`src/rtl/hack_mem_bridge_if.sv`:
```
// Memory-request bus between hack_mem_bridge and the SDRAM request FIFO / read-return path.
interface hack_mem_bridge_if #(
  parameter int unsigned ADDR_W = 15,
  parameter int unsigned DATA_W = 16
);
  logic              req;
  logic [ADDR_W-1:0] addr;
  logic [DATA_W-1:0] wdata;
  logic              we;
  logic              ready;
  logic              rvalid;
  logic [DATA_W-1:0] rdata;

  modport master (output req, addr, wdata, we, input ready, rvalid, rdata);
  modport slave  (input req, addr, wdata, we, output ready, rvalid, rdata);
endinterface

```
`src/rtl/hack_mem_bridge.sv`:
```
// Paced Hack CPU-to-memory bridge: clock-enable stepping, SDRAM read/write requests, local MMIO.
// Optional read watchdog enabled by defining HMB_TIMEOUT_EN.
module hack_mem_bridge #(
  parameter int unsigned       ADDR_W      = 15,
  parameter int unsigned       DATA_W      = 16,
  parameter int unsigned       DIV_LOG2    = 11,
  parameter logic [ADDR_W-1:0] MMIO_BASE   = ADDR_W'('h6000),
  parameter int unsigned       TIMEOUT_CYC = 1024
) (
  input  logic                clk50,
  input  logic                reset,
  input  logic                hlt,
  input  logic [ADDR_W-1:0]   cpu_addr,
  input  logic [DATA_W-1:0]   cpu_dout,
  input  logic                cpu_we,
  output logic [DATA_W-1:0]   cpu_din,
  output logic                cpu_ce,
  hack_mem_bridge_if.master   mem,
  input  logic [3:0]          key,
  output logic [15:0]         seg_num,
  output logic [3:0]          led,
  output logic                err
);

  typedef enum logic [2:0] {
    IDLE    = 3'd0,
    RD_REQ  = 3'd1,
    RD_WAIT = 3'd2,
    SETTLE  = 3'd3,
    WR_REQ  = 3'd4,
    STEP    = 3'd5
  } state_t;

  state_t              state_q, state_d;
  logic [DIV_LOG2-1:0] div_q, div_d;
  logic [ADDR_W-1:0]   addr_q, addr_d;
  logic [DATA_W-1:0]   wdata_q, wdata_d;
  logic                we_q, we_d;
  logic                req_q, req_d;
  logic                ce_q, ce_d;
  logic [DATA_W-1:0]   din_q, din_d;
  logic [15:0]         seg_q, seg_d;
  logic [3:0]          led_q, led_d;

  logic                div_full_c;
  logic                mmio_c;
  logic [ADDR_W-1:0]   mmio_off_c;
  logic [DATA_W-1:0]   mmio_rdata_c;
  logic                tmo_hit_c;

  assign div_full_c = (div_q == {DIV_LOG2{1'b1}});
  // Decode always uses the latched address, never the live CPU bus.
  assign mmio_c     = (addr_q >= MMIO_BASE);
  assign mmio_off_c = addr_q - MMIO_BASE;

  always_comb begin
    mmio_rdata_c = '0;
    if (mmio_off_c == ADDR_W'(0))      mmio_rdata_c = DATA_W'(seg_q);
    else if (mmio_off_c == ADDR_W'(1)) mmio_rdata_c = DATA_W'(led_q);
    else if (mmio_off_c == ADDR_W'(2)) mmio_rdata_c = DATA_W'(key);
  end

`ifdef HMB_TIMEOUT_EN
  localparam int unsigned TMO_W = $clog2(TIMEOUT_CYC + 1);

  logic [TMO_W-1:0] tmo_q, tmo_d;
  logic             err_q, err_d;

  assign tmo_hit_c = (state_q == RD_WAIT) && !mem.rvalid &&
                     (tmo_q == TMO_W'(TIMEOUT_CYC - 1));

  always_comb begin
    tmo_d = '0;
    err_d = err_q | tmo_hit_c;
    if (state_q == RD_WAIT) tmo_d = tmo_q + TMO_W'(1);
  end

  always_ff @(posedge clk50 or posedge reset) begin
    if (reset) begin
      tmo_q <= '0;
      err_q <= 1'b0;
    end else begin
      tmo_q <= tmo_d;
      err_q <= err_d;
    end
  end

  assign err = err_q;
`else
  assign tmo_hit_c = 1'b0;
  assign err       = 1'b0;
`endif

  // State register
  always_ff @(posedge clk50 or posedge reset) begin
    if (reset) state_q <= IDLE;
    else       state_q <= state_d;
  end

  // Next-state logic
  always_comb begin
    state_d = state_q;
    case (state_q)
      IDLE:    if (div_full_c && !hlt) state_d = RD_REQ;
      RD_REQ:  if (mmio_c) state_d = SETTLE;
               else if (mem.ready) state_d = RD_WAIT;
      RD_WAIT: if (mem.rvalid || tmo_hit_c) state_d = SETTLE;
      SETTLE:  state_d = cpu_we ? WR_REQ : STEP;
      WR_REQ:  if (mmio_c || mem.ready) state_d = STEP;
      STEP:    state_d = IDLE;
      default: state_d = IDLE;
    endcase
  end

  // Output / datapath next values; every output is registered below
  always_comb begin
    div_d   = div_full_c ? div_q : div_q + DIV_LOG2'(1);
    addr_d  = addr_q;
    wdata_d = wdata_q;
    we_d    = we_q;
    req_d   = 1'b0;
    ce_d    = (state_d == STEP);
    din_d   = din_q;
    seg_d   = seg_q;
    led_d   = led_q;
    case (state_q)
      IDLE: begin
        if (state_d == RD_REQ) begin
          addr_d = cpu_addr;
          we_d   = 1'b0;
        end
      end
      RD_REQ: begin
        if (mmio_c) din_d = mmio_rdata_c;
        else        req_d = (state_d == RD_WAIT);
      end
      RD_WAIT: begin
        if (mem.rvalid)     din_d = mem.rdata;
        else if (tmo_hit_c) din_d = '1;
      end
      SETTLE: begin
        if (cpu_we) begin
          wdata_d = cpu_dout;
          we_d    = 1'b1;
        end
      end
      WR_REQ: begin
        if (mmio_c) begin
          if (mmio_off_c == ADDR_W'(0))      seg_d = 16'(wdata_q);
          else if (mmio_off_c == ADDR_W'(1)) led_d = wdata_q[3:0];
        end else begin
          req_d = mem.ready;
        end
      end
      STEP:    div_d = '0;
      default: ;
    endcase
  end

  always_ff @(posedge clk50 or posedge reset) begin
    if (reset) begin
      div_q   <= '0;
      addr_q  <= '0;
      wdata_q <= '0;
      we_q    <= 1'b0;
      req_q   <= 1'b0;
      ce_q    <= 1'b0;
      din_q   <= '0;
      seg_q   <= '0;
      led_q   <= '0;
    end else begin
      div_q   <= div_d;
      addr_q  <= addr_d;
      wdata_q <= wdata_d;
      we_q    <= we_d;
      req_q   <= req_d;
      ce_q    <= ce_d;
      din_q   <= din_d;
      seg_q   <= seg_d;
      led_q   <= led_d;
    end
  end

  assign mem.req   = req_q;
  assign mem.addr  = addr_q;
  assign mem.wdata = wdata_q;
  assign mem.we    = we_q;
  assign cpu_din   = din_q;
  assign cpu_ce    = ce_q;
  assign seg_num   = seg_q;
  assign led       = led_q;

endmodule

```
`src/flat_wrapper.sv`:
```
// flat-port wrapper written by rule: the top's interface ports become plain ports
module hack_mem_bridge_flat 
#(
  parameter int unsigned       ADDR_W      = 15,
  parameter int unsigned       DATA_W      = 16,
  parameter int unsigned       DIV_LOG2    = 11,
  parameter logic [ADDR_W-1:0] MMIO_BASE   = ADDR_W'('h6000),
  parameter int unsigned       TIMEOUT_CYC = 1024
)
  (clk50, reset, hlt, cpu_addr, cpu_dout, cpu_we, cpu_din, cpu_ce, key, seg_num, led, err, mem_req, mem_addr, mem_wdata, mem_we, mem_ready, mem_rvalid, mem_rdata);
  hack_mem_bridge_if #(.ADDR_W(ADDR_W), .DATA_W(DATA_W)) mem_i ();
  input  logic clk50;
  input  logic reset;
  input  logic hlt;
  input  logic [ADDR_W-1:0] cpu_addr;
  input  logic [DATA_W-1:0] cpu_dout;
  input  logic cpu_we;
  output logic [DATA_W-1:0] cpu_din;
  output logic cpu_ce;
  input  logic [3:0] key;
  output logic [15:0] seg_num;
  output logic [3:0] led;
  output logic err;
  output wire logic [$bits(mem_i.req)-1:0] mem_req;
  output wire logic [$bits(mem_i.addr)-1:0] mem_addr;
  output wire logic [$bits(mem_i.wdata)-1:0] mem_wdata;
  output wire logic [$bits(mem_i.we)-1:0] mem_we;
  input wire logic [$bits(mem_i.ready)-1:0] mem_ready;
  input wire logic [$bits(mem_i.rvalid)-1:0] mem_rvalid;
  input wire logic [$bits(mem_i.rdata)-1:0] mem_rdata;
  assign mem_req = mem_i.req;
  assign mem_addr = mem_i.addr;
  assign mem_wdata = mem_i.wdata;
  assign mem_we = mem_i.we;
  assign mem_i.ready = mem_ready;
  assign mem_i.rvalid = mem_rvalid;
  assign mem_i.rdata = mem_rdata;
  hack_mem_bridge #(.ADDR_W(ADDR_W), .DATA_W(DATA_W), .DIV_LOG2(DIV_LOG2), .MMIO_BASE(MMIO_BASE), .TIMEOUT_CYC(TIMEOUT_CYC)) u_core (.clk50(clk50), .reset(reset), .hlt(hlt), .cpu_addr(cpu_addr), .cpu_dout(cpu_dout), .cpu_we(cpu_we), .cpu_din(cpu_din), .cpu_ce(cpu_ce), .mem(mem_i), .key(key), .seg_num(seg_num), .led(led), .err(err));
endmodule
```
`config.mk`:
```
export PLATFORM = sky130hd
export DESIGN_NAME = hack_mem_bridge_flat
export DESIGN_NICKNAME = d
export VERILOG_FILES = /design/src/rtl/hack_mem_bridge_if.sv /design/src/rtl/hack_mem_bridge.sv /design/src/flat_wrapper.sv
export SDC_FILE = /design/constraint.sdc
export NUM_CORES = 1
export LEC_CHECK = 0
export ABC_AREA = 1
export CAP_MARGIN = 5
export CORE_MARGIN = 2
export CORE_UTILIZATION = 46
export DETAILED_ROUTE_END_ITERATION = 10
export GPL_ROUTABILITY_DRIVEN = 0
export PLACE_DENSITY_LB_ADDON = 0.05
export SYNTH_ARGS = -nofsm -noshare
export SYNTH_HDL_FRONTEND = slang
export SYNTH_SLANG_ARGS = --single-unit
```
`constraint.sdc`:
```
create_clock -name clk50 -period 3.6 [get_ports clk50]
set_clock_uncertainty 0.1 [all_clocks]
set_input_delay 1.08 -clock clk50 [delete_from_list [all_inputs] [get_ports clk50]]
set_output_delay 1.08 -clock clk50 [all_outputs]
set_load 0.1 [all_outputs]
```
## Word level (Yosys, flattened, before mapping)

Cells that the tools add are included.

| storage, ports and cells | value |
|---|---|
| bits in registers | 84 |
| input bits | 57 |
| output and inout bits | 71 |
| logic and storage cells | 64 |

| operators by class | value |
|---|---|
| add/sub/neg operators | 2 |
| magnitude comparators | 1 |
| equal/unequal tests | 16 |
| muxes and demuxes | 21 |
| bitwise logic cells | 1 |
| reduce and logical (&&, ||, !) cells | 13 |

Operator list:

| kind | number |
|---|---|
| 16-bit 2-to-1 mux | 4 |
| 16-bit case mux with 2 select lines | 1 |
| 11-bit 2-to-1 mux | 2 |
| 15-bit by 1-bit equality test with 1-bit output (second input constant) | 1 |
| 15-bit by 2-bit equality test with 1-bit output (second input constant) | 1 |
| 15-bit >= comparator (second input constant) | 1 |
| 15-bit zero test | 1 |
| 3-bit 2-to-1 mux | 5 |
| 3-bit case mux with 5 select lines | 1 |
| 15-bit subtractor (second input constant) | 1 |
| 11-bit by 1-bit adder with 11-bit output (second input constant) | 1 |
| 11-bit equality test (second input constant) | 1 |
| 3-bit by 2-bit equality test with 1-bit output (second input constant) | 3 |
| 3-bit equality test (second input constant) | 3 |
| 3-bit AND reduction | 3 |
| 3-bit by 1-bit equality test with 1-bit output (second input constant) | 2 |
| 2-bit != test (second input constant) | 3 |
| 1-bit 2-to-1 mux | 5 |
| 4-bit 2-to-1 mux | 1 |
| 2-bit by 1-bit != test with 1-bit output (second input constant) | 2 |
| 1-bit case mux with 2 select lines | 2 |
| 2-bit AND reduction | 2 |
| 4-bit AND reduction | 1 |
| 2-bit nonzero test | 2 |
| other kinds (5) | 5 |

## Longest topological paths before layout

| logic depth | value |
|---|---|
| word-level depth | 7 |
| mapped depth | 11 |
| depth with buffers taken out | 10 |

## Least setup slack after synthesis

Ideal clock, no wire load.

| timing path | value |
|---|---|
| kind | register -> register |
| from | register u_core.addr_q[14] (netlist: u_core.mem.addr[14]) |
| to | register u_core.seg_q[10] (netlist: u_core.seg_num[10]) |
| setup time | 125 ps |
| arrival | 2289 ps |
| data required time | 3375 ps |
| setup slack | 1086 ps |
| stages on the path, launching flop included | 10 |
| buffers on the path | 1 |
| period minus slack after synthesis | 2514 ps |
| path through | dfrtp_1 ha_1 inv_1 nand3_1 nor2_1 and2_1 nand3_2 buf_2 nand2_1 o21ai_1 |

| between the ends | value |
|---|---|
| longest elaborated chain between the ends | 3 |
| elaborated cells on any way between the ends | 4 |
| classes of those cells | add/sub (1); order compare (1); reduce/logical (2) |

Ends and longest elaborated chain:

| element | RTL line | RTL |
|---|---|---|
| start: declaration | hack_mem_bridge.sv:36 | `logic [ADDR_W-1:0] addr_q, addr_d;` |
| start signal: assignment | hack_mem_bridge.sv:173 | `addr_q <= addr_d;` |
| 15-bit subtractor | hack_mem_bridge.sv:54 | `assign mmio_off_c = addr_q - MMIO_BASE;` |
| 15-bit zero test | hack_mem_bridge.sv:149 | `if (mmio_off_c == ADDR_W'(0)) seg_d = 16'(wdata_q);` |
| 3-bit AND reduction (no line) * | n/a |  |
| end signal: assignment | hack_mem_bridge.sv:179 | `seg_q <= seg_d;` |
| end: declaration | hack_mem_bridge.sv:42 | `logic [15:0] seg_q, seg_d;` |

Every way passes the cells marked *; elsewhere a longest branch is shown, timed or not.
A chain may end at the register's enable or synchronous reset.

## Worst setup path after layout

| timing path | value |
|---|---|
| from | register u_core.addr_q[13] (netlist: u_core.mem.addr[13]) |
| to | register u_core.seg_q[12] (netlist: u_core.seg_num[12]) |

The elaborated chain is that of the path after synthesis.

==> impl_results.html <==
<table>
<tr><th>Metric</th><th>Value</th></tr>
<tr><th colspan="2">Timing</th></tr>
<tr><td>Final hold violations</td><td>0</td></tr>
<tr><td>Aggregate negative setup slack</td><td>0 ns</td></tr>
<tr><td>Post-route minimum period</td><td>2.65 ns</td></tr>
<tr><td>Fin crit share</td><td>73.7%</td></tr>
<tr><td>Maximum frequency from static timing analysis</td><td>377 MHz</td></tr>
<tr><td>Relative slew slack</td><td>31.9%</td></tr>
<tr><td>Unrepaired setup endpoints after global routing</td><td>no</td></tr>
<tr><td>Finish-stage setup viols</td><td>0</td></tr>
<tr><td>Final Slew Violations</td><td>0</td></tr>
<tr><td>Transition time at the pin with the least slew margin</td><td>1.02 ns</td></tr>
<tr><td>Slack of the critical path</td><td>0.947 ns</td></tr>
<tr><th colspan="2">Clock network</th></tr>
<tr><td>Clock buffer count from CTS</td><td>9</td></tr>
<tr><td>H-tree depth reported by CTS</td><td>3</td></tr>
<tr><td>Clock root buffer</td><td>sky130_fd_sc_hd__clkbuf_8</td></tr>
<tr><td>Clock Latency Late Sink</td><td>0.36 ns</td></tr>
<tr><td>Buffers from clock root to sink, at most</td><td>2</td></tr>
<tr><td>Quantity of gates resized following cts</td><td>0</td></tr>
<tr><td>CTS hold repair buffers</td><td>0</td></tr>
<tr><td>CTS tree</td><td>yes</td></tr>
<tr><td>Clock transition at the register clock pins on the worst setup and hold paths after CTS</td><td>0.09 ns</td></tr>
<tr><td>Number of clock sinks</td><td>84</td></tr>
<tr><td>Post-CTS setup buffers</td><td>0</td></tr>
<tr><th colspan="2">Worst setup path</th></tr>
<tr><td>Largest stage delay, worst path</td><td>0.55 ns</td></tr>
<tr><td>Category of the most critical setup path</td><td>flip-flop to flip-flop</td></tr>
<tr><td>Maximum fanout along the worst path</td><td>32</td></tr>
<tr><td>Series of cell instances along the critical path</td><td>ha_1 &gt; inv_1 &gt; nand3_1 &gt; nor2_1 &gt; buf_4 &gt; and2_1 &gt; nand3_2 &gt; nand2_1 &gt; o21ai_1</td></tr>
<tr><td>Worst path arrival time</td><td>2.77 ns</td></tr>
<tr><td>Element type at the critical path end</td><td>flip-flop</td></tr>
<tr><td>CP Launch Type</td><td>flip-flop</td></tr>
<tr><td>Slowest cell on the critical path</td><td>sky130_fd_sc_hd__nand3_2</td></tr>
<tr><td>CP required</td><td>3.72 ns</td></tr>
<tr><th colspan="2">Drt</th></tr>
<tr><td>Number of DRC violations after detailed-routing iteration 0</td><td>131</td></tr>
<tr><td>Drt drc</td><td>0</td></tr>
<tr><td>First-pass iteration count of the detailed router</td><td>5</td></tr>
<tr><td>Per-cell via count in the routed design</td><td>4.92</td></tr>
<tr><td>Vias post-DR</td><td>3,475</td></tr>
<tr><td>Wire per inst</td><td>13.6 um</td></tr>
<tr><td>Remaining number of nets flagged by the antenna check after routing</td><td>0</td></tr>
<tr><td>Post-detailed-routing wire length</td><td>9.61 mm</td></tr>
<tr><th colspan="2">Floorplanning</th></tr>
<tr><td>IO Pins</td><td>128</td></tr>
<tr><td>Placement Rows</td><td>33</td></tr>
<tr><td>Width of the die</td><td>95.7 um</td></tr>
<tr><td>Die ar.</td><td>9160 um^2</td></tr>
<tr><td>Effective utilization at floorplan</td><td>47.3%</td></tr>
<tr><td>Die height</td><td>95.7 um</td></tr>
<tr><td>Floorplan core area</td><td>8180 um^2</td></tr>
<tr><th colspan="2">Layout</th></tr>
<tr><td>Number of diodes</td><td>0</td></tr>
<tr><td>Share of final-layout standard cells stronger than drive strength 1</td><td>19.5%</td></tr>
<tr><td>Commonest cells after routing, fill and taps aside</td><td>sky130_fd_sc_hd__nand2_1, sky130_fd_sc_hd__dfrtp_1, sky130_fd_sc_hd__buf_4</td></tr>
<tr><td>Most common cell after layout, fill and taps aside</td><td>sky130_fd_sc_hd__nand2_1</td></tr>
<tr><td>Core utilization of the finished layout</td><td>63.9%</td></tr>
<tr><td>Area added between synthesis and finish</td><td>35.0%</td></tr>
<tr><td>Post-route cell area</td><td>5220 um^2</td></tr>
<tr><td>Final net count</td><td>655</td></tr>
<tr><th colspan="2">Synth</th></tr>
<tr><td>Share of the yosys chip area belonging to registers</td><td>54.4%</td></tr>
<tr><td>Cells taking the most area after synthesis</td><td>sky130_fd_sc_hd__dfrtp_1, sky130_fd_sc_hd__nand2_1, sky130_fd_sc_hd__nand3_1, sky130_fd_sc_hd__nor2_1, sky130_fd_sc_hd__o21ai_1</td></tr>
<tr><td>Largest area contributor in the synthesized netlist</td><td>sky130_fd_sc_hd__dfrtp_1</td></tr>
<tr><td>Synth Cell Area</td><td>3870 um^2</td></tr>
<tr><td>Library cells used by synthesis</td><td>34</td></tr>
<tr><td>Post-synth top area share</td><td>54.4%</td></tr>
<tr><td>Synth Register Bits</td><td>84</td></tr>
<tr><td>Post-Syn Instances</td><td>471</td></tr>
<tr><td>Post-Synthesis Net Count</td><td>530</td></tr>
<tr><td>Warnings from Yosys</td><td>0</td></tr>
<tr><td>Post-Synthesis Mean Instance Area</td><td>8.21 um^2</td></tr>
<tr><th colspan="2">Power and ir drop</th></tr>
<tr><td>Net switching component of the power</td><td>2.24 mW</td></tr>
<tr><td>IR Drop Worst-Case VDD</td><td>0.658 mV</td></tr>
<tr><td>Share of power burned in combinational logic</td><td>52.4%</td></tr>
<tr><td>Share of power burned in the clock network</td><td>15.2%</td></tr>
<tr><td>Internal power consumption</td><td>1.88 mW</td></tr>
<tr><td>Proportion of total power due to net switching</td><td>54.4%</td></tr>
<tr><td>Leakage</td><td>2.77 nW</td></tr>
<tr><td>Total power per unit cell area</td><td>789 nW/um^2</td></tr>
<tr><td>Reg power frac</td><td>32.4%</td></tr>
<tr><th colspan="2">Global routing</th></tr>
<tr><td>Antenna violations before repair</td><td>0</td></tr>
<tr><td>Gr ovfl total</td><td>0</td></tr>
<tr><td>Global-route wire length before repair</td><td>15.5 mm</td></tr>
<tr><td>Tot GR Track Use</td><td>21.7%</td></tr>
<tr><td>Vias in the first global route</td><td>3,331</td></tr>
<tr><td>Maximum number of pins on one net before global-route repair</td><td>37</td></tr>
<tr><th colspan="2">Placement</th></tr>
<tr><td>Placed inst area</td><td>5040 um^2</td></tr>
<tr><td>Worst slack after detailed placement</td><td>0.852 ns</td></tr>
<tr><td>Quantity of I/O buffers inserted on ports</td><td>126</td></tr>
<tr><td>Placed wire-length estimate after detailed placement</td><td>7.25 mm</td></tr>
<tr><th colspan="2">Job</th></tr>
<tr><td>Max capacitance violation total</td><td>0</td></tr>
<tr><th colspan="2">Outcome</th></tr>
<tr><td>Outcome</td><td>complete, no violations</td></tr>
<tr><th colspan="2">Hold path</th></tr>
<tr><td>Hold Crit Class</td><td>flip-flop to flip-flop</td></tr>
</table>
[cell usage after synthesis (all sizes together)]
library cell / instances
nand2: 159
dfrtp: 84
nand3: 55
inv: 40
nor2: 40
o21ai: 30
a21oi: 22
buf: 13
nor3: 7
a31oi: 4
clkbuf: 4
nand4: 3
ha: 2
a211oi: 1
and2: 1
clkinv: 1
conb: 1
nand3b: 1
o211ai: 1
or2: 1
xnor2: 1
[cell type report]
cell class | count | area, um^2
fill | 766 | 2950
sequential | 84 | 2100
multi-input combinational | 329 | 1510
inverter | 41 | 155
timing repair buffer | 131 | 1140
clock inverter | 7 | 58.8
tap | 105 | 131
clock buffer | 9 | 124
[state kept, by name, indices dropped and copies added, names as in the netlist]
register	cells
u_core.state_q	3
u_core.div_q	11
u_core.cpu_din	16
u_core.mem.addr	15
u_core.mem.we	1
u_core.seg_num	16
u_core.mem.wdata	16
u_core.mem.req	1
u_core.led	4
u_core.cpu_ce	1
[worst max-delay path, delay by kind of cell, from the launching register on]
family                     cells  cell delay [ns]
buffers and inverters          2             0.25
adders and majority gates      1             0.30
AOI/OAI and AO/OA              1             0.09
and+or+nand+nor                5             1.34
DFF                            1             0.43
[worst paths after layout]
path / start / end / slack, ns / cells past startpoint
setup / recovery: u_core.mem.addr[13] / u_core.seg_num[12] / 0.95 / 9
hold / removal: u_core.div_q[2] / u_core.div_q[2] / 0.41 / 1
setup reg to reg: u_core.mem.addr[13] / u_core.seg_num[12] / 0.95 / 9
hold reg to reg: u_core.div_q[2] / u_core.div_q[2] / 0.41 / 1
max in group asynchronous: reset / u_core.mem.wdata[13] / 1.78 / 3
min in group asynchronous: reset / u_core.mem.addr[11] / 1.00 / 2
[metrics by stage]
step / hold WS [ns] / total power [mW] / instances
5_1_grt: 0.439 / 4.33 / 706
3_3_place_gp: 0.385 / 3.48 / 690
6_report: 0.407 / 4.12 / 706
2_1_floorplan: 0.365 / 3.02 / 471
3_5_place_dp: 0.386 / 3.52 / 690
4_1_cts: 0.404 / 4.15 / 706
[logic make-up (layout without fill, tap and decap cells)]
group	after synthesis	count (layout)	synth area share (%)
compound gates	58	58	7.86
fa+ha+maj	2	2	0.647
xor+xnor	1	1	0.227
flops	84	84	54.4
buf+inv	58	188	6.50
other cells	1	1	0.0970
simple gates	267	267	30.3
[power groups by stage]
stage | sequential (mW) | combinational (mW) | clock (mW)
CTS | 1.33 | 2.17 | 0.639
global placement | 1.34 | 2.14 | 0
global route | 1.37 | 2.28 | 0.679
finish | 1.33 | 2.16 | 0.626
detailed placement | 1.35 | 2.17 | 0
floorplan | 2.56 | 0.467 | 0
[metal layers]
metal / up-vias / GRT usage, % / wire, um
met4: 0 / 6.79 / 90
met3: 8 / 4.70 / 530
met5: - / 0 / 0
li1: 1763 / - / -
met1: 1619 / 30.3 / 4570
met2: 85 / 33.9 / 4410
No activity file was read; power rests on OpenSTA's default activity.
